$ cat src/rtl/regfile_arb_pkg.sv
// Shared types and sizes for the register-file write arbiter.
// Used by regfile_arb_fifo and regfile_write_arbiter.
package regfile_arb_pkg;

  localparam int REG_ADDR_W = 5;
  localparam int REG_DATA_W = 32;
  localparam int REG_COUNT  = 32;

  typedef struct packed {
    logic [REG_ADDR_W-1:0] addr;
    logic [REG_DATA_W-1:0] data;
  } wr_req_t;

endpackage

$ cat src/rtl/regfile_arb_fifo.sv
// Small synchronous FIFO for long-latency write requests, with full/empty flags.
// The head entry is presented combinationally and is dequeued with pop_i.
module regfile_arb_fifo
  import regfile_arb_pkg::*;
#(
  parameter int DEPTH = 2
) (
  input  logic    clk_i,
  input  logic    rst_i,
  input  logic    push_i,
  input  wr_req_t push_data_i,
  input  logic    pop_i,
  output wr_req_t head_o,
  output logic    full_o,
  output logic    empty_o
);

  localparam int PTR_W = $clog2(DEPTH);

  // The extra MSB on each pointer separates the full and empty cases.
  logic [PTR_W:0] wr_ptr_q, rd_ptr_q;
  wr_req_t        mem_q [DEPTH];

  logic do_push, do_pop;

  assign do_push = push_i & ~full_o;
  assign do_pop  = pop_i & ~empty_o;

  assign empty_o = (wr_ptr_q == rd_ptr_q);
  assign full_o  = (wr_ptr_q[PTR_W] != rd_ptr_q[PTR_W]) &&
                   (wr_ptr_q[PTR_W-1:0] == rd_ptr_q[PTR_W-1:0]);
  assign head_o  = mem_q[rd_ptr_q[PTR_W-1:0]];

  // NOTE: sequential state is updated only with non-blocking assignments so
  // every flop samples the pre-edge value of the others.
  always_ff @(posedge clk_i or posedge rst_i) begin
    if (rst_i) begin
      wr_ptr_q <= '0;
      rd_ptr_q <= '0;
    end else begin
      if (do_push) wr_ptr_q <= wr_ptr_q + 1'b1;
      if (do_pop)  rd_ptr_q <= rd_ptr_q + 1'b1;
    end
  end

  // NOTE: the storage array is deliberately not reset; the pointers alone
  // decide which entries are valid, so stale data is never observed.
  always_ff @(posedge clk_i) begin
    if (do_push) mem_q[wr_ptr_q[PTR_W-1:0]] <= push_data_i;
  end

endmodule

$ cat src/rtl/regfile_write_arbiter.sv
// Register-file write-port arbiter with long-latency result FIFO and pending scoreboard.
// Optional head-starvation stall is enabled by defining REGFILE_ARB_STARVE_EN.
module regfile_write_arbiter
  import regfile_arb_pkg::*;
#(
  parameter int DEPTH        = 2,
  parameter int STARVE_LIMIT = 8
) (
  input  logic                  iClk,
  input  logic                  iRst,
  input  logic                  iPipeWriteEn,
  input  logic [REG_ADDR_W-1:0] iPipeWriteAddr,
  input  logic [REG_DATA_W-1:0] iPipeWriteData,
  input  logic                  iLongIssue,
  input  logic [REG_ADDR_W-1:0] iLongIssueAddr,
  input  logic                  iLongValid,
  input  logic [REG_ADDR_W-1:0] iLongAddr,
  input  logic [REG_DATA_W-1:0] iLongData,
  output logic                  oLongReady,
  input  logic                  iSrc0En,
  input  logic [REG_ADDR_W-1:0] iSrc0Addr,
  input  logic                  iSrc1En,
  input  logic [REG_ADDR_W-1:0] iSrc1Addr,
  input  logic                  iDestEn,
  input  logic [REG_ADDR_W-1:0] iDestAddr,
  output logic                  oStall,
  output logic                  oWriteEn,
  output logic [REG_ADDR_W-1:0] oWriteAddr,
  output logic [REG_DATA_W-1:0] oWriteData,
  output logic                  oBusy
);

  if (DEPTH < 2 || STARVE_LIMIT < 1) begin : g_bad_cfg
    $error("regfile_write_arbiter: DEPTH must be >= 2 and STARVE_LIMIT >= 1");
  end

  logic                  run_q;
  logic                  wen_q, wen_d;
  logic                  wlong_q, wlong_d;
  logic [REG_ADDR_W-1:0] waddr_q, waddr_d;
  logic [REG_DATA_W-1:0] wdata_q, wdata_d;
  logic [REG_COUNT-1:0]  pending_q, pending_d;
  logic [REG_COUNT-1:0]  set_mask, clr_mask;

  wr_req_t fifo_in, fifo_head;
  logic    fifo_full, fifo_empty, fifo_push, fifo_pop;
  logic    pipe_win, hazard, starve;

  // run_q holds ready low while reset is applied and for the release cycle.
  assign oLongReady = run_q & ~fifo_full;
  assign fifo_push  = iLongValid & oLongReady & (iLongAddr != '0);
  assign fifo_in    = '{addr: iLongAddr, data: iLongData};
  assign pipe_win   = iPipeWriteEn & (iPipeWriteAddr != '0);
  assign fifo_pop   = ~pipe_win & ~fifo_empty;

  regfile_arb_fifo #(.DEPTH(DEPTH)) u_fifo (
    .clk_i       (iClk),
    .rst_i       (iRst),
    .push_i      (fifo_push),
    .push_data_i (fifo_in),
    .pop_i       (fifo_pop),
    .head_o      (fifo_head),
    .full_o      (fifo_full),
    .empty_o     (fifo_empty)
  );

  assign hazard = (iSrc0En & pending_q[iSrc0Addr]) |
                  (iSrc1En & pending_q[iSrc1Addr]) |
                  (iDestEn & pending_q[iDestAddr]);
  assign oStall = hazard | starve;
  assign oBusy  = (|pending_q) | ~fifo_empty;

`ifdef REGFILE_ARB_STARVE_EN
  localparam int STARVE_W = $clog2(STARVE_LIMIT + 1);
  localparam logic [STARVE_W-1:0] STARVE_MAX = STARVE_LIMIT[STARVE_W-1:0];

  logic [STARVE_W-1:0] starve_cnt_q;

  always_ff @(posedge iClk or posedge iRst) begin
    if (iRst) begin
      starve_cnt_q <= '0;
    end else if (fifo_empty || fifo_pop) begin
      starve_cnt_q <= '0;
    end else if (starve_cnt_q != STARVE_MAX) begin
      starve_cnt_q <= starve_cnt_q + 1'b1;
    end
  end

  assign starve = (starve_cnt_q == STARVE_MAX);
`else
  assign starve = 1'b0;
`endif

  // NOTE: every always_comb output gets a default first so no path leaves a
  // signal unassigned, which would otherwise infer a latch.
  always_comb begin
    wen_d   = 1'b0;
    wlong_d = 1'b0;
    waddr_d = waddr_q;
    wdata_d = wdata_q;
    if (pipe_win) begin
      wen_d   = 1'b1;
      waddr_d = iPipeWriteAddr;
      wdata_d = iPipeWriteData;
    end else if (!fifo_empty) begin
      wen_d   = 1'b1;
      wlong_d = 1'b1;
      waddr_d = fifo_head.addr;
      wdata_d = fifo_head.data;
    end
  end

  // A new issue wins over a clear of the same register in the same cycle.
  always_comb begin
    set_mask = '0;
    clr_mask = '0;
    if (wen_q && wlong_q)        clr_mask[waddr_q]        = 1'b1;
    if (iLongIssue && !oStall)   set_mask[iLongIssueAddr] = 1'b1;
    pending_d    = (pending_q & ~clr_mask) | set_mask;
    pending_d[0] = 1'b0;
  end

  always_ff @(posedge iClk or posedge iRst) begin
    if (iRst) begin
      run_q     <= 1'b0;
      wen_q     <= 1'b0;
      wlong_q   <= 1'b0;
      waddr_q   <= '0;
      wdata_q   <= '0;
      pending_q <= '0;
    end else begin
      run_q     <= 1'b1;
      wen_q     <= wen_d;
      wlong_q   <= wlong_d;
      waddr_q   <= waddr_d;
      wdata_q   <= wdata_d;
      pending_q <= pending_d;
    end
  end

  assign oWriteEn   = wen_q;
  assign oWriteAddr = waddr_q;
  assign oWriteData = wdata_q;

endmodule

$ cat config.mk
export PLATFORM = sky130hd
export DESIGN_NAME = regfile_write_arbiter
export DESIGN_NICKNAME = d
export VERILOG_FILES = /design/src/rtl/regfile_arb_pkg.sv /design/src/rtl/regfile_arb_fifo.sv /design/src/rtl/regfile_write_arbiter.sv
export SDC_FILE = /design/constraint.sdc
export NUM_CORES = 1
export LEC_CHECK = 0
export CORE_MARGIN = 1.5
export CORE_UTILIZATION = 40
export DETAILED_ROUTE_END_ITERATION = 8
export PLACE_DENSITY = 0.76
export SYNTH_ARGS = -nofsm -noshare
export SYNTH_HDL_FRONTEND = slang
export SYNTH_SLANG_ARGS = --single-unit
$ cat constraint.sdc
create_clock -name iClk -period 4.55 [get_ports iClk]
set_input_delay 1.1375 -clock iClk [delete_from_list [all_inputs] [get_ports iClk]]
set_output_delay 1.1375 -clock iClk [all_outputs]
set_load 0.03 [all_outputs]
### Word-level counts from Yosys, hierarchy flattened

Memory sizes are Yosys's and may differ from the RTL's.
Index checks and enable logic that the tools add are counted.

* add/subtract/negate cells: 2
* magnitude comparators: 7
* eq/ne operators: 4
* muxes and demuxes: 21
* bitwise gates (word level): 19
* reductions and logical operators: 9

Operators with widths (number)
* $mux 32: 4
* $and 32x32->32: 1
* $not 32->32: 1
* $or 32x32->32: 1
* $reduce_or 31->1: 1
* $lt 5x6->1 const B: 5
* $bmux 1 s5: 3
* $and 1x1->1: 10
* $demux 1 s5: 2
* $ge 5x1->1 const B: 2
* $mux 1: 10
* $mux 5: 2
* $reduce_bool 5->1: 2
* $logic_and 1x1->1: 5
* $add 2x1->2 const B: 2
* $not 1->1: 3
* $or 1x1->1: 3
* $eq 2x2->1: 1
* $ne 2x1->1 const B: 1
* $eq 1x1->1: 1
* $logic_not 1->1: 1
* $ne 1x1->1: 1

* flip-flop bits (word level): 75
* memory bits (writable): 74
* input bits: 102
* output and inout port bits: 41
* word-level logic and storage cells: 71
* memories kept: 1

Memories
* u_fifo.mem_q: depth 2, width 37, rd ports 1, clocked after memory_dff 0, write ports 1, RTL line regfile_arb_fifo.sv:22 `wr_req_t mem_q [DEPTH];`

### Longest topological paths before layout

Gate-level depths: netlist (run 1).

* word-level depth: 9
* gate-level depth with buffers: 9
* gate-level depth less buffers: 6

### By module

Synthesis (run 1) repeated with hierarchy kept, for this count alone.

* cell total of the unflattened synthesis: 592
* area, all modules: 7409.6 µm²

Modules (own cells, without submodules)
* regfile_write_arbiter: times used 1, cells each 450, area an instance 4494.3 µm², seq. area each 1776.7 µm²
* regfile_arb_fifo: times used 1, cells each 142, area an instance 2915.3 µm², seq. area each 2322.2 µm²

### Least setup slack after synthesis (run 1)

Ideal clock, no wire load.

* kind: input -> register
* start point: in iLongAddr[0]
* end point: mem u_fifo.mem_q[0][0] in the netlist's numbering, enable pin
* library setup time: 0.477 ns
* arrival time: 3.852 ns
* data required time: 4.073 ns
* setup slack: 0.220 ns
* cell stages on the path: 3
* path buffers: 0
* cells stage by stage: or4_1 -> o21ai_0 -> nor3_1

* cells in the longest elaborated chain, start to end: 5

Ends and longest elaborated chain
* from (decl): RTL line regfile_write_arbiter.sv:17 `input logic [REG_ADDR_W-1:0] iLongAddr,`
* $reduce_bool 5->1: RTL line regfile_write_arbiter.sv:51 `assign fifo_push = iLongValid & oLongReady & (iLongAddr != '0);`
* $and 1x1->1: RTL line regfile_write_arbiter.sv:51
* $and 1x1->1: RTL line regfile_arb_fifo.sv:26 `assign do_push = push_i & ~full_o;`
* $mux 1: RTL line regfile_arb_fifo.sv:49 `if (do_push) mem_q[wr_ptr_q[PTR_W-1:0]] <= push_data_i;`
* $mux 1 (implied by the code): RTL line regfile_arb_fifo.sv:49
* to (decl): RTL line regfile_arb_fifo.sv:22

No other way between the ends.

### Worst setup path after layout (run 1)

* start point: in iSrc0Addr[0]
* end point: out oStall

* cells in the longest elaborated chain, start to end: 5

Ends and longest elaborated chain
* from (decl): RTL line regfile_write_arbiter.sv:21 `input logic [REG_ADDR_W-1:0] iSrc0Addr,`
* $bmux 1 s5: RTL line regfile_write_arbiter.sv:67 `assign hazard = (iSrc0En & pending_q[iSrc0Addr]) |`
* $mux 1 (implied by the code): RTL line regfile_write_arbiter.sv:67
* $and 1x1->1: RTL line regfile_write_arbiter.sv:67
* $or 1x1->1: RTL line regfile_write_arbiter.sv:67
* $or 1x1->1: RTL line regfile_write_arbiter.sv:68 `(iSrc1En & pending_q[iSrc1Addr]) |`
* to (decl): RTL line regfile_write_arbiter.sv:26 `output logic oStall,`

No other way between the ends. The select of a mux whose other input is x is not followed.

==> key figures, run 1 <==
Final layout
  • Post-Layout Cell Count: 985
  • Area growth from synthesis to final layout: 31.5%
  • Antenna cells: 0
  • Design area: 9410 um^2
  • Util after Layout: 54.1%
  • Nets@finish: 849
  • Layout cells sized above 1: 15.1%

Timing
  • RSZ-0062 raised after global routing: no
  • Final min period: 4.36 ns
  • FMAX: 230 MHz
  • Final Skew: 0.00682 ns
  • Fin crit share: 95.8%
  • Max-slew violation count: 0
  • Hold slack: 0.493 ns
  • Slew @ Worst Pin: 1.14 ns
  • Final hold vios: 0
  • Setup violators final: 0
  • Slew HR: 23.4%

Floorplan
  • # IOs: 143
  • Initial Util: 41.1%
  • Core area: 17400 um^2
  • Die ar.: 18700 um^2
  • Core Rows: 48
  • Die width: 137 um
  • Die height: 137 um

Synthesis
  • Synth cell count leaders: nand2_1 (117), o21ai_0 (107), dfrtp_1 (75), edfxtp_1 (74), mux2i_1 (50)
  • Synth cell types: 43
  • Top_reg_cell synth: dfrtp_1
  • YS warnings: 0
  • Synth Net Count: 705
  • Register area share after synthesis: 57.2%
  • Post-synth EDFFs: 74
  • Yosys top cell area share: 31.0%
  • Syn_area_per_cell: 11.9 um^2
  • Asr flop ratio synth: 50.3%
  • Mapped Cells: 603
  • Synth area leader: edfxtp_1
  • Top post-synthesis cells by area: edfxtp_1 (31%), dfrtp_1 (26%), o21ai_0 (7.5%), mux2i_1 (7.0%), nand2_1 (6.1%)
  • Most common cell in the netlist: nand2_1
  • #FFs+latches synth: 149
  • Mapped Area: 7160 um^2

Status
  • Status: complete, no violations

Worst setup path
  • Critical path data required time: 3.41 ns
  • WP data arrival: 3.22 ns
  • Worst-path fanout max: 2
  • Nature of the critical path endpoint: primary output
  • Setup Crit Path Kind: input port to primary output
  • CP Launch Type: input port

Worst hold path
  • Worst min path class: flip-flop to flip-flop

Clocking
  • TritonCTS clock tree: done
  • Cts hold-fix bufs: 0
  • CTS root buf: clkbuf_16
  • Clock slew at reported path FFs: 0.06 ns
  • Clock sinks: 149
  • CTS buffer count: 17
  • Max Root-Sink Buffers: 2
  • Worst skew pair latency: 0.41 ns
  • H-tree depth: 4

Drt
  • DR vias: 5400
  • Post-DR wirelength/cell: 18.1 um
  • WL final: 17.8 mm
  • Detailed Routing Iterations Pass 1: 5
  • Antenna-violating nets left: 0
  • 1st-iter DRT viols: 439
  • Vias per inst: 5.48
  • Drt drc: 0

Placed design
  • Inst Count DP: 953
  • Cell Area, Placed: 8860 um^2
  • GPL Wtd Cong: 0.898
  • IO buf count: 142
  • HPWL Detailed: 12.1 mm

Run
  • Max-cap violations: 0

Power and ir drop
  • Worst VDD drop: 371 uV
  • Static leakage power: 3.48 nW
  • Pwr Density: 639 nW/um^2
  • Power, Total: 6.02 mW

Global routing
  • Initial antenna violation count: 0
  • Via count of the first global-routing pass: 5479
  • Pin count of the biggest net entering global routing: 76
  • Aggregate global routing overflow: 0
  • Gr usage total: 20.0%
  • First-pass GRT wire length: 28.3 mm
## cell type report
type	instances	area (um^2)
clock buffers	23	468
flip-flops and latches	149	4100
well taps	225	282
multi-input cells	413	2880
repair buffers	164	1580
fillers	1490	8000
clock inverters	9	95.1
inverters	2	8.76
## sequential cells by signal, summed over array words and instances (netlist names)
| signal | count |
|---|---|
| wlong_q | 1 |
| u_fifo.wr_ptr_q | 2 |
| oWriteAddr | 5 |
| oWriteData | 32 |
| pending_q | 31 |
| run_q | 1 |
| oWriteEn | 1 |
| u_fifo.mem_q | 74 |
| u_fifo.rd_ptr_q | 2 |
## critical path: stages
cell and delay, ns:
clkdlybuf4s50_1 0.51, mux4_2 0.50, mux2_2 0.28, o31ai_1 0.19, buf_4 0.16, o22ai_4 0.07, or2_1 0.20, clkbuf_2 0.18
## through the flow
step	worst slack, ns	TNS [ns]
after floorplan	0.220	0
after global placement	-0.434	-0.434
after detailed placement	-0.433	-0.433
after CTS	0.0207	0
after global routing	0.0805	0
final	0.193	0
## cell families after synthesis
kind of cell	after synthesis	share of synthesized area (%)
buf+inv	41	2.88
compound gates	155	14.5
mux	72	13.1
flops	149	57.2
xor+xnor	7	0.856
other cells	1	0.0524
simple gates	178	11.3
## cell usage in the layout (no fill, tap or decap), drive strengths merged, types with 7 or more instances in the layout
cell type / instances
clkdlybuf4s50: 138
nand2: 117
o21ai: 107
dfrtp: 75
edfxtp: 74
mux2i: 50
o31ai: 33
clkbuf: 24
buf: 22
mux4: 17
nor2: 9
nand3b: 7
nor4: 7
## timing repair
item                                    CTS  global route
cloned                                    0             0
endpoints found under the setup margin    1             1
pin swaps                                 0             0
resized for setup                         3             3
setup buffers                             0             0
## power breakdown
group          internal [mW]  switching, mW
sequential              1.86          0.480
combinational           1.00           1.37
clock                  0.787          0.524
total                   3.65           2.37
## final timing paths
| kind | startpoint | to | slack [ns] | cells past startpoint |
|---|---|---|---|---|
| worst max-delay path | iSrc0Addr[0] | oStall | 0.19 | 8 |
| worst min-delay path | u_fifo.rd_ptr_q[1] | u_fifo.rd_ptr_q[1] | 0.49 | 1 |
| worst max register to register | u_fifo.rd_ptr_q[0] | u_fifo.mem_q[0][30] | 1.81 | 4 |
| worst min register to register | u_fifo.rd_ptr_q[1] | u_fifo.rd_ptr_q[1] | 0.49 | 1 |
| max in group asynchronous | iRst | pending_q[31] | 2.45 | 3 |
| min in group asynchronous | iRst | oWriteData[2] | 1.24 | 2 |
## layer usage
layer | routed length [um] | vias up | global-route usage, %
met5 | 0 | - | 0
met4 | 416 | 0 | 7.43
met3 | 1790 | 43 | 7.00
met2 | 8290 | 260 | 31.3
met1 | 7340 | 2569 | 25.6
li1 | - | 2528 | -
Note: power is estimated with default switching activity, not from simulation.
==> run 2: changes to the inputs <==
--- a/config.mk
+++ b/config.mk
@@ -5,6 +5,7 @@
 export SDC_FILE = /design/constraint.sdc
 export NUM_CORES = 1
 export LEC_CHECK = 0
+export CAP_MARGIN = 15
 export CORE_MARGIN = 1.5
 export CORE_UTILIZATION = 40
 export DETAILED_ROUTE_END_ITERATION = 8
==> run 2 against run 1 <==
Against the previous run:
- die area unchanged
- worst hold slack about the same
- critical path depth increased by 1
- sequential share of layout area decreased by 0.052 points
- power about the same
- largest cell class unchanged
- flip-flop and latch count unchanged
- non-clock buffer count increased by 1
- largest power group unchanged
- clock power about the same
- clock-buffer cell count unchanged
- critical path type unchanged
- final cell count increased by 0.10%
- register-to-register slack improved by 0.31 ns
==> key figures, run 2 (synthesis gave the netlist of run 1 again) <==
Global routing
  • Pin count of the biggest net entering global routing: 76 (unchanged)
  • Aggregate global routing overflow: 0 (unchanged)
  • Via count of the first global-routing pass: 5479 (unchanged)
  • First-pass GRT wire length: 28.3 mm (unchanged)
  • Initial antenna violation count: 0 (unchanged)
  • Gr usage total: 20.0% (unchanged)

Clocking
  • Setup Buffers After CTS: 0 (unchanged)
  • TritonCTS clock tree: done
  • CTS buffer count: 17 (unchanged)
  • Clock sinks: 149 (unchanged)
  • Worst skew pair latency: 0.41 ns (about the same)
  • CTS root buf: clkbuf_16
  • H-tree depth: 4 (unchanged)
  • Max Root-Sink Buffers: 2 (unchanged)
  • Cts hold-fix bufs: 0 (unchanged)
  • Clock slew at reported path FFs: 0.06 ns (about the same)

Timing
  • Final Skew: 0.00697 ns (+0.000152 ns)
  • Final hold vios: 0 (unchanged)
  • Slew @ Worst Pin: 1.01 ns (-0.131 ns)
  • Setup violators final: 0 (unchanged)
  • FMAX: 229 MHz (-0.20%)
  • Fin crit share: 96.0% (+0.19 points)
  • Hold slack: 0.493 ns (-0.00000900 ns)
  • Slew HR: 32.4% (+9.0 points)
  • Final min period: 4.37 ns (+0.00854 ns)
  • RSZ-0062 raised after global routing: no
  • Max-slew violation count: 0 (unchanged)

Worst setup path
  • CP max stage cell: clkdlybuf4s50_1
  • CP bufs+invs: 3 (unchanged)
  • Critical path data required time: 3.41 ns (about the same)
  • Setup Crit Path Kind: input port to primary output
  • Slowest stage delay, CP: 0.51 ns (about the same)
  • Top Family by Delay on Critical Path: buffers and inverters
  • Worst-path fanout max: 7 (+5)
  • Cells along the critical path: clkdlybuf4s50_1, buf_4, mux4_2, mux2i_1, nand3b_1, nand3_1, o22ai_4, or2_1, clkbuf_2
  • WP data arrival: 3.23 ns (about the same)
  • CP Launch Type: input port
  • Nature of the critical path endpoint: primary output

Status
  • Status: complete, no violations

Final layout
  • Area growth from synthesis to final layout: 31.6%
  • Most frequent cells in the layout: clkdlybuf4s50_1 (138), nand2_1 (116), o21ai_0 (107)
  • Design area: 9430 um^2 (+0.12%)
  • Reg area: 4100 um^2 (unchanged)
  • Layout cells sized above 1: 15.2% (+0.11 points)
  • Most common cell after layout, fill and taps aside: clkdlybuf4s50_1
  • Number of flip-flops in the largest register: 74 (unchanged)
  • Nets@finish: 850 (+0.12%)
  • Antenna cells: 0 (unchanged)
  • Area of the multi-input gates: 2880 um^2 (unchanged)
  • Fillers: 1490 (unchanged)

Drt
  • Drt drc: 0 (unchanged)
  • DR vias: 5399 (-0.019%)
  • Detailed Routing Iterations Pass 1: 5 (unchanged)
  • WL final: 17.8 mm (about the same)
  • Antenna-violating nets left: 0 (unchanged)
  • Post-DR wirelength/cell: 18.1 um (-0.20%)
  • 1st-iter DRT viols: 452 (+3.0%)
  • Vias per inst: 5.48 (-0.12%)

Placed design
  • Cell Area, Placed: 8860 um^2 (unchanged)
  • IO buf count: 142 (unchanged)
  • GPL Wtd Cong: 0.898 (unchanged)
  • HPWL Detailed: 12.1 mm (unchanged)

Floorplan
  • # IOs: 143 (unchanged)
  • Core Rows: 48 (unchanged)
  • Initial Util: 41.1% (unchanged)
  • Die width: 137 um (unchanged)
  • Die height: 137 um (unchanged)
  • Core area: 17400 um^2 (unchanged)
  • Die ar.: 18700 um^2 (unchanged)

Power and ir drop
  • Pwr Density: 638 nW/um^2 (-0.13%)
  • Worst VDD drop: 370 uV (-0.37%)
  • Static leakage power: 3.49 nW (+0.18%)

Worst hold path
  • Worst min path class: flip-flop to flip-flop

Run
  • Max-cap violations: 0 (unchanged)
==> run 2: changes by cell type in the layout (fill, tap and decap cells not counted) <==
cell / previous run / this run
buf_6: 0 / 1
==> run 2: final timing paths <==
path                               startpoint                  to  slack (ns)  cells after the start
min in group asynchronous                iRst       oWriteData[2]        1.24                      2
min reg2reg                u_fifo.rd_ptr_q[1]  u_fifo.rd_ptr_q[1]        0.49                      1
max in group asynchronous                iRst       pending_q[31]        2.45                      3
min                        u_fifo.rd_ptr_q[1]  u_fifo.rd_ptr_q[1]        0.49                      1
max reg2reg                     pending_q[21]       pending_q[31]        2.12                      7
max                              iSrc0Addr[0]              oStall        0.18                      9
==> run 2: final cells by class <==
cell class                      count  share of cell area (%)
Multi-Input combinational cell    413                    30.5
Clock buffer                       23                    4.96
Tap cell                          225                    2.99
Sequential cell                   149                    43.5
Clock inverter                      9                    1.01
Inverter                            2                  0.0929
Timing Repair Buffer              165                    16.9
==> run 2: metrics by stage <==
step	setup slack, ns	instances	util, %	power (mW)	setup TNS [ns]
after floorplan	0.220	603	-	3.77	0
after global placement	-0.434	953	50.8	4.68	-0.434
after detailed placement	-0.433	953	50.8	4.71	-0.433
after CTS	0.0207	985	54.1	6.04	0
after global routing	0.0805	986	54.1	6.38	0
final	0.184	986	54.1	6.02	0
==> run 2: what timing repair did <==
action | CTS | global route
setup endpoints to repair | 1 | 1
pin swaps | 0 | 0
gates resized for setup | 3 | 3
==> run 2: power by group <==
| part | internal [mW] | switching, mW |
|---|---|---|
| clock network | 0.787 | 0.521 |
| logic | 1.01 | 1.37 |
| registers | 1.86 | 0.479 |
==> run 2: per-layer routing <==
metal | track usage, % | wire length (um) | vias to the layer above
met5 | 0 | 0 | -
met3 | 7.00 | 1710 | 35
met1 | 25.6 | 7310 | 2573
li1 | - | - | 2531
met2 | 31.3 | 8430 | 260
met4 | 7.43 | 359 | 0
==> run 3: changes to the inputs <==
--- a/config.mk
+++ b/config.mk
@@ -9,7 +9,7 @@
 export CORE_MARGIN = 1.5
 export CORE_UTILIZATION = 40
 export DETAILED_ROUTE_END_ITERATION = 8
-export PLACE_DENSITY = 0.76
+export PLACE_DENSITY = 0.78
 export SYNTH_ARGS = -nofsm -noshare
 export SYNTH_HDL_FRONTEND = slang
 export SYNTH_SLANG_ARGS = --single-unit
==> constraint.sdc (replaced) <==
create_clock -name iClk -period 3.7 [get_ports iClk]
set_input_delay 0.925 -clock iClk [delete_from_list [all_inputs] [get_ports iClk]]
set_output_delay 0.925 -clock iClk [all_outputs]
set_load 0.03 [all_outputs]
==> run 3 against run 2 <==
Against the previous run:
- clock skew barely moved
- clock power grew 38%
- critical endpoint unchanged
- worst setup slack worse by 0.085 ns
- flip-flop and latch count is the same
- combinational power rose by 25%
- largest cell class unchanged
- die area is the same
- highest routed layer unchanged
- core utilization is 0.60 points higher
- sequential share of layout area shrank 0.47 points
==> key figures, run 3 (synthesis gave the netlist of run 1 again) <==
Drt
  • WL final: 18.3 mm (+2.7%)
  • Detailed Routing Iterations Pass 1: 4 (-1)
  • DR vias: 5429 (+0.56%)
  • Vias per inst: 5.49 (+0.25%)
  • Drt drc: 0 (unchanged)
  • Antenna-violating nets left: 0 (unchanged)
  • Post-DR wirelength/cell: 18.5 um (+2.4%)
  • 1st-iter DRT viols: 375 (-17%)

Worst setup path
  • WP data arrival: 2.68 ns (-0.55 ns)
  • Worst-path fanout max: 4 (-3)
  • Critical path data required time: 2.77 ns (-0.64 ns)
  • Cells along the critical path: clkdlybuf4s50_1, mux4_2, mux2i_1, nand3_1, nand3_1, o22ai_4, or2_1, buf_6
  • CP Launch Type: input port
  • Nature of the critical path endpoint: primary output
  • CP max stage cell: clkdlybuf4s50_1
  • Setup Crit Path Kind: input port to primary output
  • CP most frequent cell: nand3_1
  • Slowest stage delay, CP: 0.59 ns (+0.08 ns)

Status
  • Status: complete, no violations

Power and ir drop
  • Worst VDD drop: 517 uV (+40%)
  • Pwr Density: 798 nW/um^2 (+25%)
  • Static leakage power: 3.56 nW (+1.9%)

Global routing
  • Pin count of the biggest net entering global routing: 76 (unchanged)
  • Initial antenna violation count: 0 (unchanged)
  • Via count of the first global-routing pass: 5527 (+0.88%)
  • First-pass GRT wire length: 29.0 mm (+2.5%)
  • Aggregate global routing overflow: 0 (unchanged)
  • Gr usage total: 20.3% (+0.39 points)

Clocking
  • CTS buffer count: 17 (unchanged)
  • Clock slew at reported path FFs: 0.06 ns (about the same)
  • Setup Buffers After CTS: 0 (unchanged)
  • CTS root buf: clkbuf_16
  • H-tree depth: 4 (unchanged)
  • Worst skew pair latency: 0.42 ns (about the same)
  • Clock sinks: 149 (unchanged)
  • TritonCTS clock tree: done
  • Max Root-Sink Buffers: 2 (unchanged)
  • Cts hold-fix bufs: 0 (unchanged)

Final layout
  • Area growth from synthesis to final layout: 33.1%
  • Fillers: 1475 (-1.0%)
  • Layout cells sized above 1: 16.4% (+1.1 points)
  • Antenna cells: 0 (unchanged)
  • Util after Layout: 54.7% (+0.60 points)
  • Most common cell after layout, fill and taps aside: clkdlybuf4s50_1
  • Most frequent cells in the layout: clkdlybuf4s50_1 (133), nand2_1 (116), o21ai_0 (107)
  • Number of flip-flops in the largest register: 74 (unchanged)
  • Nets@finish: 853 (+0.35%)

Timing
  • RSZ-0062 raised after global routing: no
  • Slew @ Worst Pin: 0.971 ns (-0.0412 ns)
  • Hold slack: 0.494 ns (+0.000718 ns)
  • Fin crit share: 97.3%
  • Final min period: 3.60 ns
  • Final hold vios: 0 (unchanged)
  • Setup violators final: 0 (unchanged)
  • Final Skew: 0.00718 ns (+0.000211 ns)
  • Slew HR: 35.3% (+2.9 points)
  • FMAX: 278 MHz
  • Max-slew violation count: 0 (unchanged)

Floorplan
  • Core Rows: 48 (unchanged)
  • Initial Util: 41.1% (unchanged)
  • Core area: 17400 um^2 (unchanged)
  • # IOs: 143 (unchanged)
  • Die ar.: 18700 um^2 (unchanged)
  • Die height: 137 um (unchanged)
  • Die width: 137 um (unchanged)

Placed design
  • IO buf count: 142 (unchanged)
  • GPL Wtd Cong: 0.895 (-0.28%)
  • HPWL Detailed: 12.5 mm (+3.2%)

Run
  • Max-cap violations: 0 (unchanged)

Worst hold path
  • Worst min path class: flip-flop to flip-flop
run 3: cell type report:
| cell class | instances | area (um^2) | share of cell area, % |
|---|---|---|---|
| clock buffer | 20 | 447 | 4.69 |
| clock inverter | 12 | 178 | 1.86 |
| inverter | 2 | 8.76 | 0.0919 |
| multi-input combinational | 413 | 2890 | 30.4 |
| sequential | 149 | 4100 | 43.0 |
| tap | 225 | 282 | 2.95 |
| timing repair buffer | 168 | 1620 | 17.0 |
run 3: worst max-delay path, delay by kind of cell:
family / cells / cell delay [ns]
AOI/OAI and AO/OA: 1 / 0.09
buffers and inverters: 2 / 0.73
muxes: 2 / 0.47
and+or+nand+nor: 3 / 0.46
run 3: worst paths after layout:
| check | end | from | slack, ns | depth (start not counted) |
|---|---|---|---|---|
| min in group asynchronous | oWriteData[30] | iRst | 0.93 | 2 |
| worst max-delay path | oStall | iSrc0Addr[2] | 0.1 | 8 |
| worst min register to register | u_fifo.wr_ptr_q[1] | u_fifo.wr_ptr_q[1] | 0.49 | 1 |
| worst min-delay path | u_fifo.wr_ptr_q[1] | u_fifo.wr_ptr_q[1] | 0.49 | 1 |
| max in group asynchronous | oWriteData[28] | iRst | 2.13 | 3 |
| worst max register to register | u_fifo.mem_q[0][24] | u_fifo.wr_ptr_q[1] | 1.16 | 4 |
run 3: what timing repair did:
action                     CTS  global route
setup endpoints to repair    1             1
hold endpoints to repair     0             0
gates resized for setup     23             5
pin swaps                    2             1
run 3: routing by layer:
layer	global-route usage, %	vias to the layer above	routed length, um
met5	0	-	0
met1	26.2	2602	7480
met4	7.37	0	398
li1	-	2534	-
met3	6.41	38	1750
met2	32.4	255	8670
run 3: through the flow:
stage,power [mW],cell area [um^2],setup TNS (ns),cells,setup WS [ns]
after global routing,8.02,9530,0,989,0.0153
final,7.61,9530,0,989,0.0990
after detailed placement,5.81,8900,-0.803,957,-0.803
after global placement,5.77,8900,-0.797,957,-0.797
after CTS,7.64,9530,0,989,0.0142
after floorplan,4.63,7170,0,603,0.0754
run 3: where the power goes:
group          switching (mW)  total (mW)  internal, mW
logic                    1.71        2.96          1.25
registers               0.547        2.83          2.29
clock network           0.664        1.81          1.15
total                    2.92        7.61          4.68
